$ cat src/rtl/piso_sched_pkg.sv
// Shared definitions for the round-robin PISO scheduler: state encoding,
// default parameters and a constant-evaluable clog2.
package piso_sched_pkg;

  typedef enum logic [1:0] {
    ST_IDLE  = 2'd0,
    ST_LOAD  = 2'd1,
    ST_SHIFT = 2'd2,
    ST_GAP   = 2'd3
  } state_e;

  localparam int DEF_WIDTH = 8;
  localparam int DEF_N_REQ = 4;
  localparam int DEF_GAP   = 1;

  // Never returns less than 1 so single-entry vectors still get a real bit.
  function automatic int clog2(input int value);
    int r;
    r = 0;
    while ((1 << r) < value) r++;
    return (r < 1) ? 1 : r;
  endfunction

endpackage

$ cat src/rtl/rr_arbiter.sv
// Combinational round-robin pick: first asserted request at or above the
// pointer, wrapping modulo N_REQ. The pointer register lives in the parent.
module rr_arbiter
  import piso_sched_pkg::*;
#(
  parameter int N_REQ = DEF_N_REQ,
  localparam int PW   = clog2(N_REQ)
) (
  input  logic [N_REQ-1:0] req_i,
  input  logic [PW-1:0]    ptr_i,
  input  logic             en_i,
  output logic [N_REQ-1:0] gnt_o,
  output logic [PW-1:0]    idx_o,
  output logic             any_o
);

  int            sum;
  logic [PW-1:0] cand;

  // Explicit wrap keeps the candidate in range when N_REQ is not a power of 2.
  always_comb begin
    gnt_o = '0;
    idx_o = '0;
    any_o = 1'b0;
    sum   = 0;
    cand  = '0;
    for (int k = 0; k < N_REQ; k++) begin
      sum = int'(ptr_i) + k;
      if (sum >= N_REQ) sum = sum - N_REQ;
      cand = PW'(sum);
      if (en_i && !any_o && req_i[cand]) begin
        any_o       = 1'b1;
        gnt_o[cand] = 1'b1;
        idx_o       = cand;
      end
    end
  end

endmodule

$ cat src/rtl/iiitb_piso_sched.sv
// Round-robin scheduler sharing one PISO serializer between N_REQ producers:
// accepts a word, pulses load, then times the shift window and inter-frame gap.
module iiitb_piso_sched
  import piso_sched_pkg::*;
#(
  parameter int N_REQ = DEF_N_REQ,
  parameter int WIDTH = DEF_WIDTH,
  parameter int GAP   = DEF_GAP,
  localparam int PW   = clog2(N_REQ),
  localparam int CW   = clog2(WIDTH)
) (
  input  logic                   clk,
  input  logic                   rst,
  input  logic [N_REQ-1:0]       req_valid,
  input  logic [N_REQ*WIDTH-1:0] req_data,
  output logic [N_REQ-1:0]       req_ready,
  output logic                   piso_load,
  output logic [WIDTH-1:0]       piso_data,
  output logic                   frame_active,
  output logic                   frame_last,
  output logic [PW-1:0]          grant_id,
  output logic                   busy
);

  state_e           state_q;
  logic [PW-1:0]    ptr_q, ptr_d;
  logic [PW-1:0]    grant_q;
  logic [CW-1:0]    cnt_q;
  logic [3:0]       gap_q;
  logic [WIDTH-1:0] data_q;
  logic             load_q, active_q, last_q, busy_q;

  logic             arbEn;
  logic [N_REQ-1:0] gnt;
  logic [PW-1:0]    gntIdx;
  logic             anyGrant;
  logic [WIDTH-1:0] selWord;

  // Offering ready only in IDLE and out of reset means any grant is an accept.
  assign arbEn = rst && (state_q == ST_IDLE);

  rr_arbiter #(.N_REQ(N_REQ)) u_arb (
    .req_i (req_valid),
    .ptr_i (ptr_q),
    .en_i  (arbEn),
    .gnt_o (gnt),
    .idx_o (gntIdx),
    .any_o (anyGrant)
  );

  always_comb begin
    ptr_d   = (gntIdx == PW'(N_REQ - 1)) ? '0 : gntIdx + 1'b1;
    selWord = req_data[int'(gntIdx)*WIDTH +: WIDTH];
  end

  always_ff @(posedge clk) begin
    if (!rst) begin
      state_q  <= ST_IDLE;
      ptr_q    <= '0;
      grant_q  <= '0;
      cnt_q    <= '0;
      gap_q    <= '0;
      data_q   <= '0;
      load_q   <= 1'b0;
      active_q <= 1'b0;
      last_q   <= 1'b0;
      busy_q   <= 1'b0;
    end else begin
      case (state_q)
        ST_IDLE: begin
          if (anyGrant) begin
            data_q  <= selWord;
            grant_q <= gntIdx;
            ptr_q   <= ptr_d;
            load_q  <= 1'b1;
            busy_q  <= 1'b1;
            state_q <= ST_LOAD;
          end
        end
        ST_LOAD: begin
          load_q   <= 1'b0;
          active_q <= 1'b1;
          last_q   <= (WIDTH == 1);
          cnt_q    <= '0;
          state_q  <= ST_SHIFT;
        end
        ST_SHIFT: begin
          if (cnt_q == CW'(WIDTH - 1)) begin
            active_q <= 1'b0;
            last_q   <= 1'b0;
            cnt_q    <= '0;
            if (GAP > 0) begin
              gap_q   <= '0;
              state_q <= ST_GAP;
            end else begin
              busy_q  <= 1'b0;
              state_q <= ST_IDLE;
            end
          end else begin
            cnt_q  <= cnt_q + 1'b1;
            last_q <= (cnt_q == CW'(WIDTH - 2));
          end
        end
        ST_GAP: begin
          if (gap_q == 4'(GAP - 1)) begin
            busy_q  <= 1'b0;
            state_q <= ST_IDLE;
          end else begin
            gap_q <= gap_q + 1'b1;
          end
        end
        default: state_q <= ST_IDLE;
      endcase
    end
  end

  assign req_ready    = gnt;
  assign piso_load    = load_q;
  assign piso_data    = data_q;
  assign frame_active = active_q;
  assign frame_last   = last_q;
  assign grant_id     = grant_q;
  assign busy         = busy_q;

endmodule

$ cat config.mk
export PLATFORM = sky130hd
export DESIGN_NAME = iiitb_piso_sched
export DESIGN_NICKNAME = d
export VERILOG_FILES = /design/src/rtl/piso_sched_pkg.sv /design/src/rtl/rr_arbiter.sv /design/src/rtl/iiitb_piso_sched.sv
export SDC_FILE = /design/constraint.sdc
export NUM_CORES = 1
export LEC_CHECK = 0
export BUFFER_PORTS_ARGS = -buffer_cell sky130_fd_sc_hd__buf_4
export CAP_MARGIN = 20
export CORE_MARGIN = 2
export CORE_UTILIZATION = 50
export CTS_BUF_LIST = sky130_fd_sc_hd__clkbuf_16
export DETAILED_ROUTE_END_ITERATION = 7
export PLACE_DENSITY_LB_ADDON = 0.15
export SLEW_MARGIN = 10
export SYNTH_ARGS = -nofsm -noshare
export SYNTH_HDL_FRONTEND = slang
export SYNTH_SLANG_ARGS = --single-unit
export TNS_END_PERCENT = 100
$ cat constraint.sdc
create_clock -name clk -period 4.28 [get_ports clk]
set_input_delay 0.428 -clock clk [delete_from_list [all_inputs] [get_ports clk]]
set_output_delay 0.428 -clock clk [all_outputs]
set_load 0.05 [all_outputs]
==> flow_summary_export.csv <==
group,metric,value,unit
floorplanning,io_pins,56,
clock_network,cts_setup_buffers,0,
synth,ys_seq_elements,25,
detailed_routing,drc_errors,0,
clock_network,htreeDepth,1,
critical_path,required,3.85,ns
synth,yosys_warnings,0,
final_layout,fill_cells,322,
place,globalplace.congestion,0.872,
clock_network,tritoncts,"built",
floorplanning,num_rows,22,
pwr,power.density,608,nW/um^2
sta,fmax,0.287,GHz
critical_path,crit_start,"ptr_q[1]",
synth,synth_fp_nets,259,
final_layout,stdcell_count,305,
final_layout,syn2layout_area_growth,26.8,%
final_layout,num-nets-final,310,
global_route,gr-total-overflow,0,
floorplanning,dieArea,4190,um^2
critical_path,worstSetupPathType,"register to output pin",
sta,worstMarginPinSlew,0.646,ns
critical_path,r2r_slack,1.37,ns
clock_network,ctsLongestPathBuffers,2,
global_route,grt_pass1_vias,1498,
place,place_area,2260,um^2
critical_path,r2r_end,"piso_data[3]",
synth,synth_top_family_by_area,"compound AO/OA/AOI/OAI gates",
sta,report.final.slew_viol_count,0,
synth,netlist_instances,207,
critical_path,crit_path_end_kind,"output pin",
critical_path,path_max_fanout,9,
sta,whs,0.453,ns
sta,tns,0,ns
synth,avgSynthCellArea,8.92,um^2
synth,async_flop_share,0,%
pwr,p_total,1420,uW
place,place.port_buffers,55,
critical_path,cp.arrival,3.05,ns
clock_network,cts-root-buf,"clkbuf_16",
synth,synth_cell_types,43,
place,hpwl,3160,um
global_route,grt_first_pass_wirelength,6920,um
synth,synth_seq_area_share,27.1,%
final_layout,antennaDiodeCount,0,
sta,fin_crit_sh,81.3,%
synth,synth_compound_area_share,24.2,%
detailed_routing,via_per_inst,5.57,
job,cap_violations,0,
pwr,p_int,761,uW
detailed_routing,drt_first_iter_violations,168,
sta,hold_violations,0,
pwr,comb_power_share,62.0,%
synth,synth_adder_area_share,9.49,%
synth,synth_xor_xnor_area_share,1.42,%
synth,synth_edf_count,0,
pwr,power_frac_clock,14.5,%
sta,grt_setup_unrepaired,"no",
pwr,vdd_drop_max,0.527,mV
global_route,grt_max_degree,19,
final_layout,drive_gt1_share,28.8,%
global_route,antenna_found_initial,0,
synth,synth_ff_type,"dfxtp_1",
critical_path,rr_worst_depth,9,
synth,netlist_area,1850,um^2
detailed_routing,vias,1699,
clock_network,postCtsHoldBufs,0,
place,dp_cells,301,
clock_network,clock-sinks,25,
detailed_routing,wirelength,4220,um
floorplanning,die_y,64.8,um
floorplanning,die_x,64.8,um
synth,synth_simple_gate_area_share,16.7,%
sta,setup_viol,0,
clock_network,cts_resized,0,
clock_network,numCtsBuffers,3,
pwr,switching_power,661,uW
critical_path,crit_end,"req_ready[1]",
pwr,p_seq_share,23.5,%
worst_hold_path,hp-class,"register to register",
critical_path,slowest_stage,"mux4_2",
pwr,p_leak,0.00109,uW
detailed_routing,drt_pass1_iterations,4,
clock_network,clk_pin_slew,0.06,ns
detailed_routing,drtAntennaViolNets,0,
floorplanning,start_util,51.2,%
critical_path,cp-start-kind,"register",
pwr,swShare,46.5,%
run_status,status,"completed",
synth,synth_mux_area_share,14.0,%
critical_path,critPathMaxStageDelay,0.62,ns
detailed_routing,wl_per_cell,13.8,um
critical_path,path_cells,"inv_1 > ha_1 > mux4_2 > or2_2 > nor2_1 > a22o_1 > a221o_1 > buf_4",
critical_path,reg2reg_from,"ptr_q[1]",
floorplanning,coreArea,3610,um^2
global_route,grt.total_usage,20.4,%
final_layout,final_area,2340,um^2
sta,skew,0.00468,ns
sta,slew_headroom,56.9,%
sta,fin_crit,3.48,ns
clock_network,insertion_delay,0.26,ns
flip-flops by register name, indices dropped and copies added (netlist names):
register      flops
busy              1
cnt_q             3
frame_active      1
frame_last        1
gap_q             4
grant_id          2
piso_data         8
piso_load         1
ptr_q             2
state_q           2
how the worst min path moves through the flow:
stage | start | to | cells past startpoint
after floorplan | cnt_q[2] | cnt_q[2] | 2
final | grant_id[1] | grant_id[1] | 2
after global routing | grant_id[0] | grant_id[0] | 2
after CTS | grant_id[1] | grant_id[1] | 2
after detailed placement | grant_id[1] | grant_id[1] | 2
after global placement | grant_id[1] | grant_id[1] | 2
placed cells by master (no fill, tap or decap), types with 5 or more instances in the layout:
| cell | instances |
|---|---|
| nand2b_1 | 7 |
| a21oi_1 | 17 |
| buf_4 | 58 |
| nand3_1 | 6 |
| inv_1 | 12 |
| o221ai_1 | 9 |
| mux2i_1 | 18 |
| dfxtp_1 | 25 |
| nor3_1 | 5 |
| ha_1 | 14 |
| nor2_1 | 14 |
| nand2_1 | 15 |
| a22o_1 | 5 |
| nor2b_1 | 7 |
Yosys cell counts, types with 2 or more instances:
cell      count  area (um^2)
buf_6         3         33.8
a221o_1       4         40.0
nand4_1       2         12.5
xor2_1        2         17.5
o21ai_0       4         20.0
o221ai_1      9         78.8
a21oi_1      17         85.1
nand3_1       6         30.0
a22o_1        5         43.8
a31oi_1       2         12.5
mux2i_1      18          180
buf_2         4         20.0
nor2_1       14         52.6
nand2_1      15         56.3
nand2b_1      7         43.8
ha_1         14          175
inv_1        12         45.0
buf_4         3         22.5
dfxtp_1      25          500
nor3_1        5         25.0
mux4_2        2         45.0
nor2b_1       7         43.8
mux2_2        3         33.8
clkbuf_1      2         7.51
a32oi_1       3         26.3
a311oi_1      2         17.5
through the flow:
stage	setup WS [ns]	utilization [%]
4_1_cts	0.831	64.9
3_3_place_gp	1.17	62.6
5_1_grt	0.628	64.9
2_1_floorplan	1.10	-
6_report	0.801	64.9
3_5_place_dp	1.11	62.6
logic make-up (layout without fill, tap and decap cells):
group                      after synthesis  in the layout
DFF                                     25             25
buffers and inverters                   24             74
xor gates and xnor gates                 3              3
adders and majority gates               14             14
and+or+nand+nor                         60             60
AOI/OAI and AO/OA                       58             58
muxes                                   23             23
layout make-up:
| class | count | area (um^2) | share of cell area (%) |
|---|---|---|---|
| clock buffers | 3 | 75.1 | 3.21 |
| clock inverters | 1 | 7.51 | 0.321 |
| inverters | 12 | 45.0 | 1.93 |
| multi-input cells | 158 | 1220 | 52.0 |
| flip-flops and latches | 25 | 500 | 21.4 |
| well taps | 48 | 60.1 | 2.57 |
| repair buffers | 58 | 435 | 18.6 |
worst max-delay path: cells and delay by family (launching register included):
family / cells / cell delay (ns)
muxes: 1 / 0.62
and+or+nand+nor: 2 / 0.56
DFF: 1 / 0.52
adders and majority gates: 1 / 0.48
buffers and inverters: 2 / 0.32
AOI/OAI and AO/OA: 2 / 0.28
power by group through the flow:
stage / combinational [uW] / clock (uW) / sequential [uW]
2_1_floorplan: 548 / 0 / 476
3_3_place_gp: 873 / 0 / 337
3_5_place_dp: 880 / 0 / 339
4_1_cts: 884 / 213 / 334
5_1_grt: 950 / 225 / 340
6_report: 882 / 206 / 333
metal layers:
metal	global-route usage [%]	share of wire (%)	vias to the layer above
li1	-	-	867
met1	26.3	46	782
met2	34.3	47	45
met3	4.51	5.9	5
met4	5.32	0.90	0
met5	0	0	-
(Power assumes the default switching activity.)
